$ cat src/rtl/bcd_disp_pkg.sv
// Shared types and glyph table for the multiplexed 7-segment display path.
// Glyphs are stored active-high; seg[0]=a ... seg[6]=g.
package bcd_disp_pkg;

    typedef logic [6:0] seg_t;
    typedef logic [3:0] bcd_t;

    // 0-9 decimal, 10-15 hex A b C d E F
    localparam seg_t SEG_LUT [16] = '{
        7'h3F, 7'h06, 7'h5B, 7'h4F, 7'h66, 7'h6D, 7'h7D, 7'h07,
        7'h7F, 7'h6F, 7'h77, 7'h7C, 7'h39, 7'h5E, 7'h79, 7'h71
    };

endpackage

$ cat src/rtl/seg7_decode.sv
// Combinational BCD/hex nibble to active-high 7-segment glyph.
module seg7_decode
    import bcd_disp_pkg::*;
(
    input  bcd_t digit,
    output seg_t glyph
);

    assign glyph = SEG_LUT[digit];

endmodule

$ cat src/rtl/bcd_7seg_scan.sv
// Double-buffered BCD word receiver driving a time-multiplexed 7-segment display
// with leading-zero blanking, per-digit decimal points and a global blank.
module bcd_7seg_scan
    import bcd_disp_pkg::*;
#(
    parameter int NUM_DIGITS     = 4,
    parameter int CLK_DIV        = 50000,
    parameter int LZ_BLANK       = 1,
    parameter int SEG_ACTIVE_LOW = 1,
    parameter int AN_ACTIVE_LOW  = 1
) (
    input  logic                    clk,
    input  logic                    rst_n,
    input  logic                    bcd_valid,
    output logic                    bcd_ready,
    input  logic [4*NUM_DIGITS-1:0] bcd_data,
    input  logic [NUM_DIGITS-1:0]   dp_mask,
    input  logic                    blank,
    output logic [6:0]              seg,
    output logic                    dp,
    output logic [NUM_DIGITS-1:0]   an
);

    localparam int DIV_W = $clog2(CLK_DIV);
    localparam int IDX_W = (NUM_DIGITS > 1) ? $clog2(NUM_DIGITS) : 1;
    localparam logic [DIV_W-1:0] DIV_LAST = DIV_W'(CLK_DIV - 1);
    localparam logic [IDX_W-1:0] IDX_LAST = IDX_W'(NUM_DIGITS - 1);
    localparam seg_t SEG_OFF = (SEG_ACTIVE_LOW != 0) ? 7'h7F : 7'h00;
    localparam logic DP_OFF = (SEG_ACTIVE_LOW != 0);
    localparam logic [NUM_DIGITS-1:0] AN_OFF = (AN_ACTIVE_LOW != 0) ? '1 : '0;

    logic [DIV_W-1:0]        div_cnt_reg;
    logic [IDX_W-1:0]        idx_reg;
    logic [4*NUM_DIGITS-1:0] pend_data_reg;
    logic [NUM_DIGITS-1:0]   pend_dp_reg;
    logic                    pend_full_reg;
    logic [4*NUM_DIGITS-1:0] disp_data_reg;
    logic [NUM_DIGITS-1:0]   disp_dp_reg;
    seg_t                    seg_reg;
    logic                    dp_reg;
    logic [NUM_DIGITS-1:0]   an_reg;

    logic tc;
    logic frame_end;
    logic accept;

    assign tc        = (div_cnt_reg == DIV_LAST);
    assign frame_end = tc && (idx_reg == IDX_LAST);
    assign accept    = bcd_valid && !pend_full_reg;
    assign bcd_ready = !pend_full_reg;

    always_ff @(posedge clk or negedge rst_n) begin
        if (!rst_n) begin
            div_cnt_reg <= '0;
            idx_reg     <= '0;
        end else begin
            div_cnt_reg <= tc ? '0 : div_cnt_reg + 1'b1;
            if (tc) begin
                idx_reg <= (idx_reg == IDX_LAST) ? '0 : idx_reg + 1'b1;
            end
        end
    end

    // A word only reaches the display at a frame boundary, so a frame never mixes words.
    always_ff @(posedge clk or negedge rst_n) begin
        if (!rst_n) begin
            pend_data_reg <= '0;
            pend_dp_reg   <= '0;
            pend_full_reg <= 1'b0;
            disp_data_reg <= '0;
            disp_dp_reg   <= '0;
        end else if (accept) begin
            pend_data_reg <= bcd_data;
            pend_dp_reg   <= dp_mask;
            pend_full_reg <= 1'b1;
        end else if (pend_full_reg && frame_end) begin
            disp_data_reg <= pend_data_reg;
            disp_dp_reg   <= pend_dp_reg;
            pend_full_reg <= 1'b0;
        end
    end

    bcd_t digits [NUM_DIGITS];

    for (genvar gi = 0; gi < NUM_DIGITS; gi++) begin : g_digit
        assign digits[gi] = disp_data_reg[4*gi +: 4];
    end

    // lz_mask[i] set when digit i and every more significant digit are zero
    logic [NUM_DIGITS-1:0] lz_mask;
    logic                  zero_run;

    always_comb begin
        lz_mask  = '0;
        zero_run = 1'b1;
        for (int i = NUM_DIGITS - 1; i >= 1; i--) begin
            zero_run   = zero_run && (digits[i] == 4'd0);
            lz_mask[i] = zero_run;
        end
    end

    bcd_t                  digit_cur;
    seg_t                  glyph;
    logic                  seg_off_now;
    logic [NUM_DIGITS-1:0] an_onehot;

    assign digit_cur   = digits[idx_reg];
    assign seg_off_now = blank || ((LZ_BLANK != 0) && lz_mask[idx_reg]);

    always_comb begin
        an_onehot          = '0;
        an_onehot[idx_reg] = 1'b1;
    end

    seg7_decode u_decode (
        .digit (digit_cur),
        .glyph (glyph)
    );

    always_ff @(posedge clk or negedge rst_n) begin
        if (!rst_n) begin
            seg_reg <= SEG_OFF;
            dp_reg  <= DP_OFF;
            an_reg  <= AN_OFF;
        end else begin
            seg_reg <= seg_off_now ? SEG_OFF : (glyph ^ SEG_OFF);
            dp_reg  <= (disp_dp_reg[idx_reg] && !blank) ^ DP_OFF;
            an_reg  <= an_onehot ^ AN_OFF;
        end
    end

    assign seg = seg_reg;
    assign dp  = dp_reg;
    assign an  = an_reg;

endmodule

$ cat config.mk
export PLATFORM = sky130hd
export DESIGN_NAME = bcd_7seg_scan
export DESIGN_NICKNAME = d
export VERILOG_FILES = /design/src/rtl/bcd_disp_pkg.sv /design/src/rtl/seg7_decode.sv /design/src/rtl/bcd_7seg_scan.sv
export SDC_FILE = /design/constraint.sdc
export NUM_CORES = 1
export LEC_CHECK = 0
export ABC_AREA = 1
export CAP_MARGIN = 20
export CORE_MARGIN = 2
export CORE_UTILIZATION = 45
export DETAILED_ROUTE_END_ITERATION = 8
export MAX_ROUTING_LAYER = met4
export PLACE_DENSITY = 0.8
export SYNTH_ARGS = -nofsm -noshare
export SYNTH_HDL_FRONTEND = slang
export SYNTH_HIERARCHICAL = 1
export SYNTH_SLANG_ARGS = --single-unit
$ cat constraint.sdc
create_clock -name clk -period 2.15 [get_ports clk]
set_clock_uncertainty 0.15 [all_clocks]
set_input_delay 0.43 -clock clk [delete_from_list [all_inputs] [get_ports clk]]
set_output_delay 0.43 -clock clk [all_outputs]
set_load 0.01 [all_outputs]
; ---- After elaboration in Yosys (flattened, before gate mapping)
; Memories as Yosys holds them, arrays and structs flattened.
; Cells that the tools add are included.
[word_totals]
ff_bits = 71
romBits = 112
input_bits = 24
out_inout_bits = 13
wordCells = 56
mem_count = 1
[op_classes]
add_sub_neg = 2
order_cmp = 4
n_eq_ne = 2
n_mux = 16
bitwise_logic = 6
reduce_logical = 15
[mem_list]
columns = memory, depth, width, rd, rd_clocked_by_memory_dff, wr, line
row1 = (name not given), 16, 7, 1, 0, 0, seg7_decode.sv:9  ; assign glyph = SEG_LUT[digit];
[ops]
columns = cell, n
row1 = 7-bit 2-to-1 mux, 3
row2 = 16-bit by 1-bit adder with 16-bit output (second input constant), 1
row3 = 16-bit equality test (second input constant), 1
row4 = 16-bit 2-to-1 mux, 1
row5 = 4-bit logical NOT, 3
row6 = 4-bit binary-select mux with 2-bit select, 1
row7 = 4-bit 2-to-1 mux, 2
row8 = 1-bit logical AND, 7
row9 = 7-bit inverter, 1
row10 = 5-bit greater-or-equal comparator (second input constant), 1
row11 = 1-bit 2-to-1 mux, 5
row12 = 4-bit inverter with 5-bit output, 1
row13 = 1-bit binary-select mux with 2-bit select, 2
row14 = 4-bit inverter, 1
row15 = 3-bit greater-or-equal comparator (second input constant), 1
row16 = 2-bit by 3-bit < comparator with 1-bit output (second input constant), 1
row17 = 2-bit inverter with 3-bit output, 1
row18 = 2-bit by 1-bit adder with 2-bit output (second input constant), 1
row19 = 1-bit demux with 2-bit select, 1
row20 = 2-bit equality test (second input constant), 1
row21 = 2-bit by 1-bit greater-or-equal comparator with 1-bit output (second input constant), 1
row22 = 1-bit logical NOT, 2
row23 = 2-bit 2-to-1 mux, 1
row24 = 1-bit inverter, 2
row25 = other kinds (3), 3

; ---- Logic depth before layout (Yosys ltp)
[logic_depth]
depth_word = 10
ltp_mapped = 12
ltp_nobuf = 11

; ---- Cells and area by module
; Netlist, hierarchy kept.
[modules_own_cells]
columns = mod, instances, cells_per_inst, area_per_inst_um2, seq_area_each_um2
row1 = bcd_7seg_scan, 1, 336, 3200.6, 1791.7
row2 = seg7_decode, 1, 52, 270.3, 0.0

; ---- Worst setup path after synthesis
; OpenSTA, ideal clock, no wires.
[synth_path]
path_kind = register to register
from = register idx_reg[0]
to = register seg_reg[3], in the netlist seg[3]
setup_ns = 0.089
arrival_time_ns = 1.887
t_required_ns = 1.911
path_slack_ns = 0.024
path_stages_with_launch = 11
n_path_buf = 1
period_less_slack_ns = 2.126
path_cell_list = dfrtp_1 -> buf_2 -> nor2_1 -> o32ai_1 -> inv_1 -> ha_1 -> nand2_1 -> o21ai_0 -> nand2_1 -> nand2_1 -> nand3_1
[synth_between]
elab_chain_len = 10
elab_cells_between_ends = 13
classes_between = mux (8) / bitwise (3) / reduce/logical (1) / memory (1)
[synth_lines]
columns = element, line
row1 = from (decl), bcd_7seg_scan.sv:33  ; logic [IDX_W-1:0] idx_reg;
row2 = from (signal assigned), bcd_7seg_scan.sv:59  ; idx_reg <= (idx_reg == IDX_LAST) ? '0 : idx_reg + 1'b1;
row3 = 2-bit inverter with 3-bit output (not written as such), bcd_7seg_scan.sv:107  ; assign digit_cur = digits[idx_reg];
row4 = 4-bit binary-select mux with 2-bit select, bcd_7seg_scan.sv:107
row5 = 4-bit 2-to-1 mux (not written as such) (2 in series), bcd_7seg_scan.sv:107
row6 = named net digit_cur[1], bcd_7seg_scan.sv:102  ; bcd_t digit_cur;
row7 = 4-bit inverter with 5-bit output (not written as such), seg7_decode.sv:9
row8 = memory 16 x 7 bit, -
row9 = 7-bit 2-to-1 mux (not written as such) (2 in series), seg7_decode.sv:9
row10 = named net glyph[3], bcd_7seg_scan.sv:103  ; seg_t glyph;
row11 = 7-bit inverter (no source line), -
row12 = 7-bit 2-to-1 mux, bcd_7seg_scan.sv:126  ; seg_reg <= seg_off_now ? SEG_OFF : (glyph ^ SEG_OFF);
row13 = to (signal assigned), bcd_7seg_scan.sv:126
row14 = to (decl), bcd_7seg_scan.sv:39  ; seg_t seg_reg;
; The timed path passes the listed nets, and every way through them passes these cells. The select of a mux whose other input is x is not followed.
; A chain may end at the register's enable or synchronous reset.

; ---- Worst setup path in the final report
[layout_path]
from = register an_reg[2], in the netlist an[2]
to = output an[2]
[layout_rtl]
columns = element, line
row1 = from (decl), bcd_7seg_scan.sv:41  ; logic [NUM_DIGITS-1:0] an_reg;
row2 = from (signal assigned), bcd_7seg_scan.sv:128  ; an_reg <= an_onehot ^ AN_OFF;
row3 = to (decl), bcd_7seg_scan.sv:21  ; output logic [NUM_DIGITS-1:0] an
; No word-level cell between the ends.

==> metrics.md <==
| Metric | Value |
|---|---|
| Status | complete, no violations |
| Row Count | 32 |
| Nets | ~470 |
| Synthesized area per cell | 8.95 sq um |
| Wirelength, routed | roughly 6500 microns |
| Mapped cell area | approximately 0.0035 sq mm |
| Max-cap violation count | 0 |
| I/O pin total | 37 |
| Top-area cell type share of the netlist area | a little over two fifths |
| Placed cell area | just under 0.004 sq mm |
| Fin crit period | ~2000 ps |
| Crit path max fanout | 1 |
| Design Area, Final | 0.00420 sq mm |
| Crit path required time | 1570 ps |
| Ys flop type | dfrtp_1 |
| Remaining antenna violation count | 0 |
| Clock buffer depth | 2 |
| Critical Path AT | around 1400 ps |
| Ranking of synthesized cells by area | dfrtp_1, nand2_1, dfstp_2 |
| H-tree depth reported by CTS | 3 |
| Post-synthesis instance total | a little under 400 |
| Critical path depth in cells | 1 |
| Root buffer cell | clkbuf_8 |
| CTS sink count | 71 |
| Wire per inst | around 12 microns |
| Warnings from Yosys | 6 |
| Worst Tran Pin Value | 408 ps |
| Crit path largest cell delay | around 520 ps |
| Slew Limit Headroom | 72.8% |
| Slowest CP cell | dfstp_2 |
| Pin count of the biggest net entering global routing | between 50 and 60 |
| Post-DP HPWL | 4720 microns |
| Final GP Congestion | ~1 |
| Die footprint | between 0.008 and 0.009 sq mm |
| DR DRC count | 0 |
| Worst Setup End Kind | primary output |
| Critical path capture point | an[2] |
| Mux share of post-synthesis cell area | 6.49% |
| Area leader, netlist | dfrtp_1 |
| R2r setup slk | 200 ps |
| Die Y | 91.8 microns |
| First-pass GRT wire length | 11600 microns |
| Fin. Hold Viols | 0 |
| Fin util | 55.2% |
| Layout area overhead | 20.9% |
| Cell area power density | roughly 630 mW/mm^2 |
| Vias in the first global route | 2620 |
| Grt total ovfl | 0 |
| CTS buffer count | 9 |
| P_leak | around 2.1 nW |
| Core box area | ~0.0076 sq mm |
| Top delay family on crit path | flip-flops |
| Crit path cell chain | clkdlybuf4s50_1 |
| Netlist cell types | 29 |
| Tcrit/Tclk final | between 90% and 100% |
| CP bufs+invs | 1 |
| Total iterations of the first detailed-routing run | 4 |
| Synthesis-stage register bit count | 71 |
| Gr usage total | around 18% |
| Synth async-reset ratio | 100% |
| IO buf count | 36 |
| Die width | 91.8 microns |
| Syn_nets | 424 |
| Final setup viols | 0 |
| Synth Area in Compound Gates | about 4% |
| Setup crit start kind | register |
| Adder-Cell Fraction of Synth Area | 4.33% |
| Via count | ~2.7k |
| R2r worst-path depth | 10 |
| Max-slew violations | 0 |
| Post-CTS setup buffer count | 0 |
| Number of flops mapped to enable cells by yosys | 0 |
| Worst setup margin | 178 ps |
| Post-synth top cells | nand2_1, dfrtp_1, nor2_1 |
| Initial antenna violation count | 0 |
| DR iter-0 viols | around 170 |
| Insertion delay to the later sink of the worst-skew pair | roughly 350 ps |
| Sequential element share of the synthesized area | between 50 and 60% |
| CTS tree | built |
| Crit path kind | reg -> out |
| Most frequent cell after synthesis | nand2_1 |
| Crit path from | an[2] |
| Fill count | a little under 700 |
| Fraction of synthesized cell area in xor and xnor cells | around 1.5% |
| Vias per cell | 4.91 |
| R2r endpoint | seg[3] |
| Pre-CTS WS | 183 ps |
| N_diodes | 0 |
| Reg-to-reg startpoint | idx_reg[1] |
| Initial Util | between 40% and 50% |
| Largest family of logic cells by synthesized area | simple AND/OR/NAND/NOR gates |
| Fmax | 0.507 GHz |
| RSZ-0062 raised after global routing | false |
| Worst Hold Class | reg -> reg |
| Maximum VDD drop | ~0.45 mV |
| Synth Area in Simple Gates | roughly a quarter |
| Clock transition at the registers of the reported paths | ~70 ps |
| Share of layout cells above drive strength 1 | 16.4% |
| Fin Setup TNS | 0 ps |
[worst min path at each step]
stage	from	endpoint	slack, ps	cells past startpoint
2_1_floorplan	rst_n	disp_data_reg[0]	-20	0
3_3_place_gp	rst_n	pend_dp_reg[0]	210	1
3_5_place_dp	rst_n	pend_dp_reg[0]	220	1
4_1_cts	div_cnt_reg[0]	div_cnt_reg[0]	340	1
5_1_grt	div_cnt_reg[0]	div_cnt_reg[0]	360	1
6_report	div_cnt_reg[0]	div_cnt_reg[0]	330	1
[where the power goes]
group          switching [mW]  internal [mW]  total [mW]
combinational          0.0487         0.0819       0.131
clock                   0.487          0.627        1.11
sequential             0.0246           1.39        1.41
total                   0.561           2.10        2.66
[layout make-up]
cell class / instances / area, sq um / area share (%)
multi-input cells: 269 / 1470 / 34.9
clock inverters: 3 / 40.0 / 0.954
flip-flops and latches: 71 / 1790 / 42.7
inverters: 34 / 129 / 3.07
clock buffers: 13 / 169 / 4.03
repair buffers: 48 / 473 / 11.3
well taps: 102 / 128 / 3.04
[cell usage in the layout, fill, tap and decap left out, types with 2 or more instances in the layout]
cell,instances
nand2_2,3
dfrtp_1,59
nand4_1,21
a21oi_1,2
inv_1,30
o22ai_1,4
clkinv_2,3
o21ai_0,15
ha_1,12
dfstp_2,12
inv_2,3
mux2_2,20
buf_12,2
clkdlybuf4s50_1,35
nor2_1,45
buf_4,9
nand3_1,20
xor2_1,6
nor2_4,2
clkbuf_8,12
nand2_1,110
o21ai_1,2
[stage by stage]
step                      cells  hold slack [ps]  power [mW]
after floorplan             388            -15.6        1.48
after global placement      523              209        1.56
after global routing        540              361        2.77
after CTS                   540              338        2.68
final                       540              334        2.66
after detailed placement    523              217        1.57
[what timing repair did]
action / CTS / global route
setup endpoints to repair: 0 / 5
hold endpoints to repair: 15 / 0
hold buffers: 1 / 0
resized for setup: 0 / 2
[cell families after synthesis]
| group | Yosys count |
|---|---|
| AOI/OAI and AO/OA | 25 |
| buffers and inverters | 48 |
| and+or+nand+nor | 206 |
| adders and majority gates | 12 |
| xor gates and xnor gates | 6 |
| muxes | 20 |
| DFF | 71 |
[routing by layer]
layer / vias up / wire length [microns] / global-route usage, % / share of wire, %
met3: 14 / 380 / 4.03 / 5.9
met2: 66 / 3160 / 28.8 / 49
li1: 1345 / - / - / -
met4: 0 / 129 / 7.96 / 2.0
met5: - / 0 / - / 0
met1: 1228 / 2780 / 21.7 / 43
Note: power is estimated with default switching activity, not from simulation.
